$ cat src/rtl/md_sched_pkg.sv
// Shared types and constants for the multiply/divide scheduler.
package md_sched_pkg;

    localparam int unsigned XLEN      = 32;
    localparam int unsigned DIV_ITERS = 32;
    localparam int unsigned CNT_W     = $clog2(DIV_ITERS + 1);

    typedef enum logic [2:0] {
        OP_NONE = 3'd0,
        OP_MUL  = 3'd1,
        OP_DIV  = 3'd2,
        OP_MTHI = 3'd3,
        OP_MTLO = 3'd4
    } md_op_e;

    typedef enum logic [1:0] {
        ST_IDLE = 2'd0,
        ST_MUL  = 2'd1,
        ST_DIV  = 2'd2,
        ST_FIX  = 2'd3
    } md_state_e;

    typedef struct packed {
        logic            sign;
        logic [XLEN-1:0] a;
        logic [XLEN-1:0] b;
    } md_opnd_t;

    // Magnitude of a value that is two's complement only when sgn is set.
    function automatic logic [XLEN-1:0] mag(input logic [XLEN-1:0] v, input logic sgn);
        return (sgn && v[XLEN-1]) ? XLEN'(-v) : v;
    endfunction

endpackage

$ cat src/rtl/md_div_iter.sv
// Restoring divider on unsigned magnitudes: one quotient bit per step, DIV_ITERS steps.
module md_div_iter
    import md_sched_pkg::*;
(
    input  logic            clk,
    input  logic            resetn,
    input  logic            load,
    input  logic            step,
    input  logic [XLEN-1:0] dividend,
    input  logic [XLEN-1:0] divisor,
    output logic [XLEN-1:0] quot,
    output logic [XLEN-1:0] rem,
    output logic            last_c
);

    logic [XLEN-1:0]  quo_q;
    logic [XLEN-1:0]  dsr_q;
    logic [XLEN-1:0]  rem_q;
    logic [CNT_W-1:0] cnt_q;
    logic [XLEN:0]    shifted;
    logic [XLEN:0]    diff;

    // Trial subtraction; diff[XLEN] set means the divisor did not fit.
    always_comb begin
        shifted = {rem_q, quo_q[XLEN-1]};
        diff    = shifted - {1'b0, dsr_q};
    end

    always_ff @(posedge clk) begin
        if (!resetn) begin
            quo_q <= '0;
            dsr_q <= '0;
            rem_q <= '0;
            cnt_q <= '0;
        end else if (load) begin
            quo_q <= dividend;
            dsr_q <= divisor;
            rem_q <= '0;
            cnt_q <= '0;
        end else if (step) begin
            if (diff[XLEN]) begin
                rem_q <= shifted[XLEN-1:0];
                quo_q <= {quo_q[XLEN-2:0], 1'b0};
            end else begin
                rem_q <= diff[XLEN-1:0];
                quo_q <= {quo_q[XLEN-2:0], 1'b1};
            end
            cnt_q <= cnt_q + CNT_W'(1);
        end
    end

    assign last_c = step && (cnt_q == CNT_W'(DIV_ITERS - 1));
    assign quot   = quo_q;
    assign rem    = rem_q;

endmodule

$ cat src/rtl/md_sched.sv
// HI/LO multiply/divide scheduler with EX-stage handshake and MFHI/MFLO stall.
// Define MD_FWD_EN to forward the completing result to hi_o/lo_o without a stall.
module md_sched
    import md_sched_pkg::*;
(
    input  logic            clk,
    input  logic            resetn,
    input  logic            req_valid,
    output logic            req_ready,
    input  logic [2:0]      req_op,
    input  logic            req_sign,
    input  logic [XLEN-1:0] src_a,
    input  logic [XLEN-1:0] src_b,
    input  logic            flush,
    input  logic            rd_req,
    output logic            rd_stall,
    output logic [XLEN-1:0] hi_o,
    output logic [XLEN-1:0] lo_o,
    output logic            busy
);

    md_state_e       state_q;
    logic            mul_cnt_q;
    md_opnd_t        opnd_q;
    logic [XLEN-1:0] hi_q;
    logic [XLEN-1:0] lo_q;

    logic              div_load;
    logic              div_step;
    logic              div_last_c;
    logic [XLEN-1:0]   div_quot;
    logic [XLEN-1:0]   div_rem;
    logic [2*XLEN-1:0] mul_a;
    logic [2*XLEN-1:0] mul_b;
    logic [2*XLEN-1:0] prod;
    logic              neg_q;
    logic              neg_r;
    logic [XLEN-1:0]   res_hi;
    logic [XLEN-1:0]   res_lo;

    assign div_load = resetn && !flush && req_valid && (state_q == ST_IDLE)
                      && (req_op == OP_DIV);
    assign div_step = (state_q == ST_DIV) && !flush;

    md_div_iter u_div (
        .clk      (clk),
        .resetn   (resetn),
        .load     (div_load),
        .step     (div_step),
        .dividend (mag(src_a, req_sign)),
        .divisor  (mag(src_b, req_sign)),
        .quot     (div_quot),
        .rem      (div_rem),
        .last_c   (div_last_c)
    );

    // Result of the completing cycle: low 64 bits of the extended product, or the fixed-up quotient.
    always_comb begin
        mul_a  = opnd_q.sign ? {{XLEN{opnd_q.a[XLEN-1]}}, opnd_q.a} : {{XLEN{1'b0}}, opnd_q.a};
        mul_b  = opnd_q.sign ? {{XLEN{opnd_q.b[XLEN-1]}}, opnd_q.b} : {{XLEN{1'b0}}, opnd_q.b};
        prod   = mul_a * mul_b;
        neg_q  = opnd_q.sign && (opnd_q.a[XLEN-1] ^ opnd_q.b[XLEN-1]);
        neg_r  = opnd_q.sign && opnd_q.a[XLEN-1];
        res_hi = prod[2*XLEN-1:XLEN];
        res_lo = prod[XLEN-1:0];
        if (state_q == ST_FIX) begin
            if (opnd_q.b == '0) begin
                res_lo = '1;
                res_hi = opnd_q.a;
            end else begin
                res_lo = neg_q ? XLEN'(-div_quot) : div_quot;
                res_hi = neg_r ? XLEN'(-div_rem)  : div_rem;
            end
        end
    end

    always_ff @(posedge clk) begin
        if (!resetn) begin
            state_q   <= ST_IDLE;
            mul_cnt_q <= 1'b0;
            opnd_q    <= '0;
            hi_q      <= '0;
            lo_q      <= '0;
        end else if (flush) begin
            state_q   <= ST_IDLE;
            mul_cnt_q <= 1'b0;
        end else begin
            case (state_q)
                ST_IDLE: begin
                    if (req_valid) begin
                        case (req_op)
                            OP_MUL: begin
                                opnd_q    <= '{sign: req_sign, a: src_a, b: src_b};
                                mul_cnt_q <= 1'b0;
                                state_q   <= ST_MUL;
                            end
                            OP_DIV: begin
                                opnd_q  <= '{sign: req_sign, a: src_a, b: src_b};
                                state_q <= ST_DIV;
                            end
                            OP_MTHI: hi_q <= src_a;
                            OP_MTLO: lo_q <= src_a;
                            default: ;
                        endcase
                    end
                end
                ST_MUL: begin
                    if (mul_cnt_q) begin
                        hi_q      <= res_hi;
                        lo_q      <= res_lo;
                        mul_cnt_q <= 1'b0;
                        state_q   <= ST_IDLE;
                    end else begin
                        mul_cnt_q <= 1'b1;
                    end
                end
                ST_DIV: begin
                    if (div_last_c) state_q <= ST_FIX;
                end
                ST_FIX: begin
                    hi_q    <= res_hi;
                    lo_q    <= res_lo;
                    state_q <= ST_IDLE;
                end
            endcase
        end
    end

    assign req_ready = resetn && (state_q == ST_IDLE);
    assign busy      = resetn && (state_q != ST_IDLE);

`ifdef MD_FWD_EN
    logic wr_c;
    // A completing write that is not flushed is visible to MFHI/MFLO in the same cycle.
    assign wr_c     = resetn && !flush
                      && (((state_q == ST_MUL) && mul_cnt_q) || (state_q == ST_FIX));
    assign rd_stall = rd_req && busy && !wr_c;
    assign hi_o     = wr_c ? res_hi : hi_q;
    assign lo_o     = wr_c ? res_lo : lo_q;
`else
    assign rd_stall = rd_req && busy;
    assign hi_o     = hi_q;
    assign lo_o     = lo_q;
`endif

endmodule
$ cat config.mk
export PLATFORM = sky130hd
export DESIGN_NAME = md_sched
export DESIGN_NICKNAME = d
export VERILOG_FILES = /design/src/rtl/md_sched_pkg.sv /design/src/rtl/md_div_iter.sv /design/src/rtl/md_sched.sv
export SDC_FILE = /design/constraint.sdc
export NUM_CORES = 2
export LEC_CHECK = 0
export CAP_MARGIN = 25
export CORE_MARGIN = 2
export CORE_UTILIZATION = 60
export CTS_CLUSTER_DIAMETER = 50
export DETAILED_ROUTE_END_ITERATION = 10
export PLACE_DENSITY = 0.77
export RECOVER_POWER = 100
export SLEW_MARGIN = 40
export SYNTH_ARGS = -nofsm -noshare
export SYNTH_HDL_FRONTEND = slang
export SYNTH_SLANG_ARGS = --single-unit
export TNS_END_PERCENT = 10
$ cat constraint.sdc
create_clock -name clk -period 9.17 [get_ports clk]
set_clock_uncertainty 0.2 [all_clocks]
set_input_delay 0.917 -clock clk [delete_from_list [all_inputs] [get_ports clk]]
set_output_delay 0.917 -clock clk [all_outputs]
set_load 0.01 [all_outputs]
* After elaboration in Yosys (flattened, before gate mapping) *
Index checks and enable logic that the tools add are counted.

storage, ports and cells
  register bits after elaboration = 234
  logic and storage cells = 95

operators by class
  $add $sub $neg = 6
  multipliers = 1
  equality and inequality tests = 15
  mux-type cells = 31
  bitwise operators = 3
  reductions and logical operators = 28

operators by type and width
  operator               number
  $mux W32               17
  $pmux W32 S3           2
  $mux W64               2
  $neg A32 Y32           4
  $mul A64 B64 Y64       1
  $sub A33 B32 Y33       1
  $logic_not A32 Y1      1
  $logic_and A1 B1 Y1    13
  $reduce_and A5 Y1      2
  $pmux W2 S4            1
  $reduce_and A4 Y1      2
  $add A6 B1 Y6 const B  1
  $eq A3 B2 Y1 const B   2
  $eq A6 B5 Y1 const B   1
  $mux W2                3
  $ne A2 B1 Y1 const B   3
  $ne A2 B2 Y1 const B   3
  $reduce_bool A2 Y1     3
  $reduce_or A2 Y1       3
  $eq A2 B2 Y1 const B   2
  $mux W1                4
  $pmux W2 S2            1
  $eq A3 B1 Y1 const B   1
  $eq A3 B3 Y1 const B   1
  other kinds (9)        10

* Longest topological paths before layout *
  depth after elaboration = 7
  gate-level depth with buffers = 36
  mapped depth without buffers = 34

* By module *
Synthesis repeated with hierarchy kept, for this count alone.

second synthesis, totals
  cell total of the unflattened synthesis = 7075
  area total of the unflattened synthesis = 62859.0 µm²

by module, submodules not included
  module       times used  cells each  area each (µm²)  seq. area each (µm²)
  md_sched     1           6336        56728.2          2642.5
  md_div_iter  1           739         6130.9           2042.0

* Worst setup path after synthesis *
OpenSTA, ideal clock, no wires.

  kind = reg-to-reg
  start = register opnd_q[64] (netlist name)
  end = register hi_q[31], in the netlist hi_o[31]
  setup time = 0.070 ns
  arrival = 9.406 ns
  data required time = 8.900 ns
  slack = -0.505 ns
  cell stages (with the launch flop) = 33
  path buffers = 3
  clock period less this slack = 9.675 ns
  path through = dfxtp_1 and2_1 clkbuf_1 clkbuf_1 nand2_1 fa_1 inv_1 fa_1 fa_1 inv_1 fa_1 inv_1 fa_1 fa_1 fa_1 fa_1 fa_1 inv_1 fa_1 inv_1 ha_1 clkbuf_1 nand4_1 nor4b_1 nand2_1 o32ai_1 a31oi_1 a31oi_1 a21oi_1 o21ai_0 xnor2_1 nand2_1 a21oi_1

on the way
  cells in the longest elaborated chain, start to end = 6
  elaborated cells between the ends (all ways) = 9
  classes of those cells = mul: 1; mux: 7; reduce/logical: 1

ends and longest elaborated chain
  what                                                      RTL line         RTL
  from (decl)                                               md_sched.sv:24   md_opnd_t opnd_q;
  from (signal assigned)                                    md_sched.sv:93   opnd_q <= '{sign: req_sign, a: src_a, b: src_b};
  from (signal assigned)                                    md_sched.sv:98   opnd_q <= '{sign: req_sign, a: src_a, b: src_b};
  branches (longest 3 deep; another with $mul A64 B64 Y64)  --
  $mux W32 (*)                                              md_sched.sv:66   if (state_q == ST_FIX) begin
  $mux W32                                                  md_sched.sv:108  if (mul_cnt_q) begin
  $pmux W32 S3 (*)                                          md_sched.sv:88   case (state_q)
  to (signal assigned)                                      md_sched.sv:101  OP_MTHI: hi_q <= src_a;
  to (signal assigned)                                      md_sched.sv:109  hi_q <= res_hi;
  to (signal assigned)                                      md_sched.sv:121  hi_q <= res_hi;
  to (decl)                                                 md_sched.sv:25   logic [XLEN-1:0] hi_q;

Mark *: on every way between the ends. The select of a mux whose other input is x is not followed.
A chain may end at the register's enable or synchronous reset.

* Final worst setup path *
  start = register opnd_q[63] (netlist name)
  end = register hi_q[29], in the netlist hi_o[29]

The elaborated chain is that of the path after synthesis.

==> flow_summary.ini <==
[run_status]
status = completed

[synthesis]
syn_area_sq_um = 61800
synthSimpleGateAreaFrac_pct = 14.8
synth_async_sr_flop_share_pct = 0
synthMuxAreaShare_pct = 0.113
synth_top_area_share_pct = 46.0
yosysTopAreaCell = fa_1
yosys_warnings = 0
synth_fp_nets = 8869
ys_seq_area_share_pct = 7.58
synth_compound_area_share_pct = 8.52
ys_seq_elements = 234
ys.flop_type = dfxtp_1
synthTopCellsByArea = fa_1, inv_1, dfxtp_1, ha_1, and2_1
synth_top_family_by_area = adder cells
synth_area_per_cell_sq_um = 8.79
synth_cells = 7030
synth_xor_area_share_pct = 3.78
synth-edff-count = 0
yosysUniqueCellTypes = 70
yosys.area_share.adder_pct = 53.1

[placement]
routabilityCongestion = 1.05
postPlaceCellArea_sq_um = 66900
io_buffers = 139
dp_hpwl_mm = 165
dp_slack_ns = -0.236

[route]
avgViaCountPerCell = 5.85
first_iter_violations = 4217
detail_route.wl_per_cell_microns = 23.4
drc = 0
vias = 50200
drtPass1Iterations = 6
routed_wl_mm = 201
ant_nets = 0

[final_layout]
layout_commonest_cell = inv_1
multi_input_area_sq_um = 49900
fillCellCount = 8273
layout_common_cells = inv_1, fa_1, nand2_1
synthToLayoutAreaGrowth_pct = 10.7
nNetsFinal = 9027
final_cell_area_sq_um = 68400
seqCellArea_sq_um = 4710
drive_gt1_share_pct = 7.52

[cts]
clk_pin_slew_ns = 0.06
cts.htree.levels = 2
clk_path_buf_depth = 3
cts_buffers = 34
cts-hold-fix-buffers = 0
clock_latency_ns = 0.55
cts_root_buf = clkbuf_16
clkSinkCount = 234
cts_tree = yes

[floorplanning]
start_util_pct = 60.6
rows = 117
ioPinCount = 140
dieArea_sq_um = 106000
die_w_microns = 325
die_y_microns = 325
core_sq_um = 102000

[critical_path]
worst-path-buf-inv = 11
slowest_delay_ns = 0.55
critPathRequiredTime_ns = 9.44
endpoint_kind = register
arrival_ns = 9.39
cp_common_cell = fa_1
slowest_stage = fa_1
crit_family = adder cells
path_depth = 33
critPathMaxFanout = 11
start_kind = register
worstSetupPathType = reg -> reg
r2r_cells = 33

[grt]
grt.overflow.total = 0
grt_pass1_wl_mm = 311
grt_pass1_vias = 53300
grt_start_max_net_pins = 90
grt_util_all_layers_pct = 38.9
antenna_found_initial = 9

[power]
p_per_area_nw_per_um2 = 46.1
seqPwrFrac_pct = 33.8
pwr-share-clk_pct = 42.6
p_leak_nw = 34.0
switchingPower_mw = 1.05
p_sw_share_pct = 33.1
intPower_mw = 2.11
irDropWorstVdd_v = 0.000136
combPwrFrac_pct = 23.6

[timing]
slew_headroom_pct = 45.0
hold_ws_ns = 0.257
worst_slack_ns = 0.0559
drv_slew = 0
rsz0062_at_grt = true
worst_pin_slew_ns = 0.825
period_minus_slack_ns = 9.11
tns_ns = 0
fmax_mhz = 110
period_share_pct = 99.4
hold_violations = 0
setup_violations = 0

[hold_path]
hold_depth = 2
min_path_type = reg -> reg

[run]
maxCapViolations = 0
stage by stage:
| step | util, % | total power, mW | cells |
|---|---|---|---|
| floorplan | - | 1.49 | 7030 |
| global placement | 65.6 | 1.79 | 8514 |
| detailed placement | 65.7 | 1.80 | 8514 |
| CTS | 66.9 | 3.12 | 8576 |
| global route | 67.1 | 3.24 | 8579 |
| finish | 67.2 | 3.15 | 8588 |
cell usage after synthesis, drive strengths merged, types with 19 or more instances:
library cell     n
o21ai          221
nor4            26
and2           579
nand2          861
a21o            39
buf             26
o31ai           22
xnor2          164
ha             346
a22oi           28
nand4           25
a31oi           31
clkbuf         365
or3             20
dfxtp          234
inv           1594
a211oi          23
nor2           194
nand3           67
nor3            42
xor2           102
o221ai          19
o211ai          31
and3            26
a21oi          329
fa            1420
final cells by class:
class	count	area share [%]
Multi-Input combinational cell	4811	73.0
Clock buffer	42	1.44
Antenna cell	9	0.0329
Clock inverter	17	0.238
Inverter	1594	8.76
Tap cell	1368	2.50
Sequential cell	234	6.89
Timing Repair Buffer	513	7.17
routing by layer:
layer  vias up  GRT usage, %  routed length, microns
met5         -             0                      74
met4        10          25.8                   16800
met3       753          8.23                   18900
met2      2606          62.4                   93300
met1     25400          47.8                   72200
li1      21400             -                       -
path summary, 6_finish.rpt:
kind	from	to	slack (ns)
setup / recovery	opnd_q[63]	hi_o[29]	0.06
hold reg to reg	lo_o[0]	lo_o[0]	0.26
setup reg to reg	opnd_q[63]	hi_o[29]	0.06
hold / removal	lo_o[0]	lo_o[0]	0.26
state kept, by name, indices dropped and copies added (netlist names):
name / count
u_div.dsr_q: 32
mul_cnt_q: 1
u_div.cnt_q: 6
lo_o: 32
state_q: 2
hi_o: 32
u_div.quot: 32
opnd_q: 65
u_div.rem: 32
worst register-to-register path, delay by kind of cell, from the launching register on:
family          cells  cell delay [ns]
simple gates        6             1.23
fa+ha+maj          11             5.29
buf+inv            11             1.06
flops               1             0.36
compound gates      5             0.92
power groups by stage:
| stage | combinational [mW] | clock, mW | sequential (mW) |
|---|---|---|---|
| 4_1_cts | 0.719 | 1.34 | 1.06 |
| 6_report | 0.746 | 1.34 | 1.07 |
| 2_1_floorplan | 0.418 | 0 | 1.07 |
| 3_5_place_dp | 0.715 | 0 | 1.09 |
| 3_3_place_gp | 0.707 | 0 | 1.09 |
| 5_1_grt | 0.788 | 1.39 | 1.07 |
logic make-up (layout without fill, tap and decap cells):
group | after synthesis | after routing
mux | 7 | 7
xor+xnor | 266 | 266
other cells | 0 | 9
simple gates | 1900 | 1900
buf+inv | 1985 | 2166
fa+ha+maj | 1770 | 1770
compound gates | 868 | 868
flops | 234 | 234
repair_timing:
item,in CTS,in global routing
resized for setup,19,70
pin swaps,8,20
setup endpoints to repair,5,25
buffers inserted,3,3
No activity file was read; power rests on OpenSTA's default activity.
